## config.mk

```make
export PLATFORM = sky130hd
export DESIGN_NAME = jt49_eg_sched
export DESIGN_NICKNAME = d
export VERILOG_FILES = /design/src/rtl/jt49_pkg.sv /design/src/rtl/jt49_eg_cnt.sv /design/src/rtl/jt49_eg_sched.sv
export SDC_FILE = /design/constraint.sdc
export NUM_CORES = 1
export LEC_CHECK = 0
export ABC_CLOCK_PERIOD_IN_PS = 8450
export BUFFER_PORTS_ARGS = -buffer_cell sky130_fd_sc_hd__buf_2
export CAP_MARGIN = 20
export CORE_ASPECT_RATIO = 0.6
export CORE_UTILIZATION = 50
export CTS_BUF_LIST = sky130_fd_sc_hd__clkbuf_4 sky130_fd_sc_hd__clkbuf_8
export DETAILED_ROUTE_END_ITERATION = 10
export PLACE_DENSITY = 0.71
export SYNTH_ARGS = -nofsm -noshare
export SYNTH_HDL_FRONTEND = slang
export SYNTH_SLANG_ARGS = --single-unit
```

## constraint.sdc

```tcl
create_clock -name clk -period 8.45 [get_ports clk]
set_input_delay 0.4225 -clock clk [delete_from_list [all_inputs] [get_ports clk]]
set_output_delay 0.4225 -clock clk [all_outputs]
set_load 0.02 [all_outputs]
```

## src/rtl/jt49_pkg.sv

```systemverilog
// Shared JT49 definitions: envelope register addresses and the restart sequencer state type.
package jt49_pkg;

  localparam logic [3:0] JT49_REG_EFINE   = 4'd11;
  localparam logic [3:0] JT49_REG_ECOARSE = 4'd12;
  localparam logic [3:0] JT49_REG_ESHAPE  = 4'd13;

  typedef enum logic [1:0] {
    IDLE = 2'd0,
    PEND = 2'd1,
    FIRE = 2'd2
  } jt49_eg_st_e;

endpackage

```

## src/rtl/jt49_eg_cnt.sv

```systemverilog
// Envelope period divider: optional cen prescaler, period counter and step square wave.
module jt49_eg_cnt #(
  parameter int PW    = 16,
  parameter int PRESC = 1
) (
  input  logic          clk,
  input  logic          rst_n,
  input  logic          cen,
  input  logic [PW-1:0] period,
  input  logic          clr,
  output logic          step
);

  localparam int PSW = (PRESC > 1) ? $clog2(PRESC) : 1;
  localparam logic [PSW-1:0] PSC_LAST = PSW'(PRESC - 1);

  logic [PSW-1:0] psc;
  logic [PW-1:0]  cnt;
  logic           tick;
  logic           wrap;

  assign tick = cen && (psc == PSC_LAST);
  // >= rather than == so a period shrunk below cnt wraps at once instead of rolling over 2^PW
  assign wrap = (period <= PW'(1)) || (cnt >= period - PW'(1));

  always_ff @(posedge clk or negedge rst_n) begin
    if (!rst_n) begin
      psc  <= '0;
      cnt  <= '0;
      step <= 1'b0;
    end else if (clr) begin
      psc  <= '0;
      cnt  <= '0;
      step <= 1'b0;
    end else if (cen) begin
      psc <= (psc == PSC_LAST) ? '0 : psc + PSW'(1);
      if (tick) begin
        if (wrap) begin
          cnt  <= '0;
          step <= ~step;
        end else begin
          cnt <= cnt + PW'(1);
        end
      end
    end
  end

endmodule

```

## src/rtl/jt49_eg_sched.sv

```systemverilog
// Envelope scheduler: R11/R12 period and R13 shape registers, step divider and restart handshake.
// Optional readback of the envelope registers on dout when JT49_EG_READBACK_EN is defined.
module jt49_eg_sched
  import jt49_pkg::*;
#(
  parameter int PW    = 16,
  parameter int PRESC = 1
) (
  input  logic       clk,
  input  logic       rst_n,
  input  logic       cen,
  input  logic       wr_n,
  input  logic [3:0] addr,
  input  logic [7:0] din,
  output logic [7:0] dout,
  output logic       step,
  output logic       null_period,
  output logic       restart,
  output logic [3:0] ctrl
);

  logic [PW-1:0] period;
  logic [PW-1:0] period_nx;
  logic          wr_fine;
  logic          wr_coarse;
  logic          wr_shape;
  jt49_eg_st_e   st;
  jt49_eg_st_e   st_nx;
  logic          queued;
  logic          queued_nx;
  logic          fire;

  assign wr_fine   = !wr_n && (addr == JT49_REG_EFINE);
  assign wr_coarse = !wr_n && (addr == JT49_REG_ECOARSE);
  assign wr_shape  = !wr_n && (addr == JT49_REG_ESHAPE);

  always_comb begin
    period_nx = period;
    if (wr_fine) begin
      period_nx = (period & ~PW'(8'hFF)) | PW'(din);
    end else if (wr_coarse) begin
      period_nx = (period & PW'(8'hFF)) | PW'({din, 8'h00});
    end
  end

  // Register writes bypass cen so no CPU access is ever dropped
  always_ff @(posedge clk or negedge rst_n) begin
    if (!rst_n) begin
      period      <= '0;
      ctrl        <= 4'h0;
      null_period <= 1'b1;
    end else begin
      period      <= period_nx;
      null_period <= (period_nx == '0);
      if (wr_shape) ctrl <= din[3:0];
    end
  end

  // A write seen while a restart is already in flight is queued so pulses never merge
  always_comb begin
    st_nx     = st;
    queued_nx = queued;
    fire      = 1'b0;
    case (st)
      IDLE: begin
        queued_nx = 1'b0;
        if (wr_shape) st_nx = PEND;
      end
      PEND: begin
        queued_nx = queued | wr_shape;
        if (cen) begin
          fire  = 1'b1;
          st_nx = FIRE;
        end
      end
      FIRE: begin
        queued_nx = 1'b0;
        st_nx     = (queued || wr_shape) ? PEND : IDLE;
      end
      default: begin
        queued_nx = 1'b0;
        st_nx     = IDLE;
      end
    endcase
  end

  always_ff @(posedge clk or negedge rst_n) begin
    if (!rst_n) begin
      st      <= IDLE;
      queued  <= 1'b0;
      restart <= 1'b0;
    end else begin
      st      <= st_nx;
      queued  <= queued_nx;
      restart <= fire;
    end
  end

  jt49_eg_cnt #(
    .PW    (PW),
    .PRESC (PRESC)
  ) u_cnt (
    .clk    (clk),
    .rst_n  (rst_n),
    .cen    (cen),
    .period (period),
    .clr    (fire),
    .step   (step)
  );

`ifdef JT49_EG_READBACK_EN
  always_ff @(posedge clk or negedge rst_n) begin
    if (!rst_n) begin
      dout <= 8'h00;
    end else begin
      case (addr)
        JT49_REG_EFINE:   dout <= period[7:0];
        JT49_REG_ECOARSE: dout <= 8'(16'(period) >> 8);
        JT49_REG_ESHAPE:  dout <= {4'b0000, ctrl};
        default:          dout <= 8'h00;
      endcase
    end
  end
`else
  assign dout = 8'h00;
`endif

endmodule

```

==> results.rst <==
.. list-table::
   :header-rows: 1

   * - Metric
     - Value
   * - Maximum vdd ir drop
     - 148.3 µV
   * - Met1 GRT Util
     - 0.3642
   * - CTS sink cnt
     - 42
   * - Number of buffers added by the clock tree synthesis step
     - 5
   * - Post-DRT Antenna Nets
     - 0
   * - Yosys warning total
     - 0
   * - PD cells
     - 224.8 mW/mm²
   * - Clock root buffer
     - sky130_fd_sc_hd__clkbuf_8
   * - Commonest cells after routing, fill and taps aside
     - sky130_fd_sc_hd__dfrtp_1, sky130_fd_sc_hd__buf_2, sky130_fd_sc_hd__nand2_1
   * - Buffers and inverters on the worst path
     - 0
   * - Internal Power
     - 0.4028 mW
   * - Count of placed standard cells in the final layout, fillers left out
     - 342
   * - GRT Max-Usage Layer
     - met1
   * - WS Path Type
     - reg -> reg
   * - Setup total negative slack
     - 0 ns
   * - Post-synthesis to final-layout area growth
     - 8.664%
   * - Type of destination of the critical path
     - flip-flop
   * - Class of the tightest hold or removal check
     - in -> async
   * - Final weighted congestion in routability-driven placement
     - 0.8540
   * - Net switching power of the design
     - 0.2358 mW
   * - Starting utilization of the core area
     - 0.5443
   * - Commonest non-fill, non-tap cell in the layout
     - sky130_fd_sc_hd__dfrtp_1
   * - CP Depth
     - 11
   * - DIE HEIGHT
     - 58.01 µm
   * - Internal reg-to-reg setup slack
     - 4.72 ns
   * - Arrival @ worst endpoint
     - 3.93 ns
   * - Input/output buffers
     - 22
   * - Layout Nets
     - 313
   * - Filler cell count in the final layout
     - 419
   * - Synthesized netlist cell count
     - 254
   * - Met2 capacity usage during global routing
     - 0.2918
   * - Final clock skew
     - 0.009470 ns
   * - Buffers inserted during post-CTS setup optimization
     - 0
   * - Average wire per standard cell
     - 16.65 µm
   * - R2R cell count
     - 11
   * - Capture instance of the worst register-to-register path
     - u_cnt.cnt[14]$_DFFE_PN0P_
   * - H-tree lvl count
     - 2
   * - Max Transition Viols Final
     - 0
   * - CP top delay family
     - simple AND/OR/NAND/NOR gates
   * - Max Cap Viol
     - 0
   * - FFs w/ async S/R, synth
     - 1.000
   * - Clock latency on the worst-skew pair
     - 0.31 ns
   * - Count of flip-flops with a built-in enable after synthesis
     - 0
   * - Proportion of power drawn by flip-flops and latches
     - 0.440
   * - Top Ports
     - 31
   * - Final min period
     - 3.734 ns
   * - Origin of the critical flop-to-flop path
     - period[7]$_DFF_PN0_
   * - Remaining global-route overflow
     - 0
   * - Gate power share
     - 0.338
   * - Horizontal die dimension
     - 95.34 µm
   * - Startpoint class of the critical path
     - flip-flop
   * - Maximum number of pins on one net before global-route repair
     - 43
   * - Per-cell via count in the routed design
     - 5.851
   * - CTS tree
     - built
   * - Area of combinational cells with multiple inputs
     - 0.001481 mm²
   * - Number of storage elements in the synthesis netlist
     - 42
   * - Largest buffer count on any clock path
     - 2
   * - Worst endpoint required time
     - 8.64 ns
   * - Status
     - completed
   * - FF+latch area
     - 0.001052 mm²
   * - Maximum clock frequency
     - 267.8 MHz
   * - Largest stage delay on the critical path
     - 0.57 ns
   * - Actual transition at the worst max-transition pin
     - 0.9322 ns
   * - Area of all placed cells without fillers
     - 0.002840 mm²
   * - Worst rel slew slack
     - 0.3785
   * - RSZ-0062 raised after global routing
     - false
   * - Met3 global-route usage
     - 0.06562
   * - Number of hold buffers added after CTS
     - 0
   * - Number of library cell types mapped by synthesis
     - 47
   * - Most used flip-flop cell after synthesis
     - sky130_fd_sc_hd__dfrtp_1
   * - # rows
     - 19
   * - Antenna fix cells
     - 0
   * - Final hold violation count
     - 0
   * - Iteration-0 DRC Markers
     - 126
   * - Post_cts resized
     - 0
   * - DRT Pass-1 Iters
     - 4
   * - Post-synthesis sequential area ratio
     - 0.4026
   * - Drc violations
     - 0
   * - Layout cell share with drive strength beyond 1
     - 0.2043
   * - Detailed placement HPWL
     - 4.361 mm
   * - Antenna violations before repair
     - 0
   * - Switching portion of total power
     - 0.3693
   * - Worst hold margin
     - 0.2529 ns
   * - Clk network pwr share
     - 0.222
   * - Aggregate routed wire length
     - 5.696 mm
   * - Die ar.
     - 0.005530 mm²
   * - Leak Pwr
     - 1.254 nW
   * - Cell count after placement
     - 334
   * - Placed Instance Area
     - 0.002745 mm²
   * - Area of the core
     - 0.004802 mm²
   * - Post-synthesis average cell area
     - 10.29 µm²
   * - Vias in the first global route
     - 1784
   * - All-Layer GR Usage
     - 0.2268
   * - Critical path fanouts, max
     - 13
   * - Global-route wire length before repair
     - 9.225 mm
   * - Total via count in the routed design
     - 2001
   * - Final-report setup violation count
     - 0
   * - Clock edge transition at the registers on the reported setup and hold paths
     - 0.09 ns
   * - Worst path slowest cell
     - sky130_fd_sc_hd__or4_4
   * - Cells along the critical path
     - or4_4, nand2b_4, nor4b_1, xnor2_1, ha_1, a21oi_1, o21ai_0, nor3_1, and4_4, nand2_1, o41ai_1
   * - Post-Synthesis Cell Area
     - 0.002614 mm²
   * - Share of the cycle needed by the critical path after routing
     - 0.4419
stage by stage:
stage | power [mW] | utilization | setup WS, ns
after detailed placement | 0.4958 | 0.5717 | 4.772
after global placement | 0.4889 | 0.5717 | 4.850
after global routing | 0.6797 | 0.5915 | 4.422
after CTS | 0.6389 | 0.5915 | 4.738
after floorplan | 0.4372 | - | 5.336
final | 0.6386 | 0.5915 | 4.716
power by group through the flow:
| stage | Clock [mW] | Sequential (mW) | Combinational, mW |
|---|---|---|---|
| finish | 0.142 | 0.281 | 0.216 |
| global route | 0.152 | 0.288 | 0.240 |
| CTS | 0.142 | 0.281 | 0.216 |
| detailed placement | 0 | 0.285 | 0.211 |
| global placement | 0 | 0.284 | 0.205 |
| floorplan | 0 | 0.283 | 0.154 |
cells by family after synthesis:
family	after synthesis	synth area share
AND/OR/NAND/NOR	98	0.2154
adder cells (fa/ha/maj)	19	0.09095
AO/OA/AOI/OAI	40	0.1077
multiplexers	22	0.09430
buffers and inverters	18	0.04069
flip-flops	42	0.4026
XOR/XNOR	14	0.04691
other	1	0.001435
worst register-to-register path, cell delays in order (launching register included):
cell	delay [ns]
sky130_fd_sc_hd__dfrtp_1	0.42
sky130_fd_sc_hd__or4_4	0.57
sky130_fd_sc_hd__nand2b_4	0.18
sky130_fd_sc_hd__nor4b_1	0.33
sky130_fd_sc_hd__xnor2_1	0.16
sky130_fd_sc_hd__ha_1	0.27
sky130_fd_sc_hd__a21oi_1	0.17
sky130_fd_sc_hd__o21ai_0	0.10
sky130_fd_sc_hd__nor3_1	0.26
sky130_fd_sc_hd__and4_4	0.37
sky130_fd_sc_hd__nand2_1	0.32
sky130_fd_sc_hd__o41ai_1	0.46
final cells by class:
cell class | count | area share
clock buffer | 6 | 0.02907
clock inverter | 2 | 0.004405
inverter | 6 | 0.007930
multi-input combinational | 201 | 0.5216
sequential | 42 | 0.3705
tap | 63 | 0.02775
timing repair buffer | 22 | 0.03877
worst max-delay path by stage:
stage                   startpoint                        end  slack (ns)
6_report       period[7]$_DFF_PN0_  u_cnt.cnt[14]$_DFFE_PN0P_        4.72
5_1_grt        period[2]$_DFF_PN0_  u_cnt.cnt[14]$_DFFE_PN0P_        4.42
4_1_cts        period[7]$_DFF_PN0_  u_cnt.cnt[14]$_DFFE_PN0P_        4.74
3_5_place_dp   period[6]$_DFF_PN0_  u_cnt.cnt[14]$_DFFE_PN0P_        4.77
3_3_place_gp   period[2]$_DFF_PN0_  u_cnt.cnt[14]$_DFFE_PN0P_        4.85
2_1_floorplan  period[7]$_DFF_PN0_  u_cnt.cnt[11]$_DFFE_PN0P_        5.34
synth_stat cells (3+ instances only):
cell type | count | share of area
sky130_fd_sc_hd__dfrtp_1 | 41 | 0.39
sky130_fd_sc_hd__nand2_1 | 21 | 0.030
sky130_fd_sc_hd__mux2_2 | 20 | 0.086
sky130_fd_sc_hd__ha_1 | 19 | 0.091
sky130_fd_sc_hd__nand3_1 | 16 | 0.031
sky130_fd_sc_hd__nor2_1 | 12 | 0.017
sky130_fd_sc_hd__xnor2_1 | 11 | 0.037
sky130_fd_sc_hd__buf_4 | 8 | 0.023
sky130_fd_sc_hd__o21ai_0 | 8 | 0.015
sky130_fd_sc_hd__a21oi_1 | 7 | 0.013
sky130_fd_sc_hd__nor3_1 | 7 | 0.013
sky130_fd_sc_hd__nor4_1 | 7 | 0.017
sky130_fd_sc_hd__o2bb2ai_1 | 7 | 0.023
sky130_fd_sc_hd__and3_1 | 6 | 0.014
sky130_fd_sc_hd__inv_1 | 6 | 0.0086
sky130_fd_sc_hd__o311ai_1 | 6 | 0.020
sky130_fd_sc_hd__nand4_1 | 5 | 0.012
sky130_fd_sc_hd__nor2b_1 | 5 | 0.012
sky130_fd_sc_hd__nand2b_1 | 4 | 0.0096
sky130_fd_sc_hd__and2_1 | 3 | 0.0072
sky130_fd_sc_hd__xor2_1 | 3 | 0.010
routing by layer:
metal	part of all wire	vias up
met1	0.53	957
met4	0.010	0
met2	0.38	67
met3	0.080	7
met5	0	-
li1	-	970
state kept, by name, summed over array words and instances, names as in the netlist:
signal	count
u_cnt.step	1
restart	1
u_cnt.cnt	16
st	2
ctrl	4
period	16
null_period	1
queued	1
No activity file was read; power rests on OpenSTA's default activity.
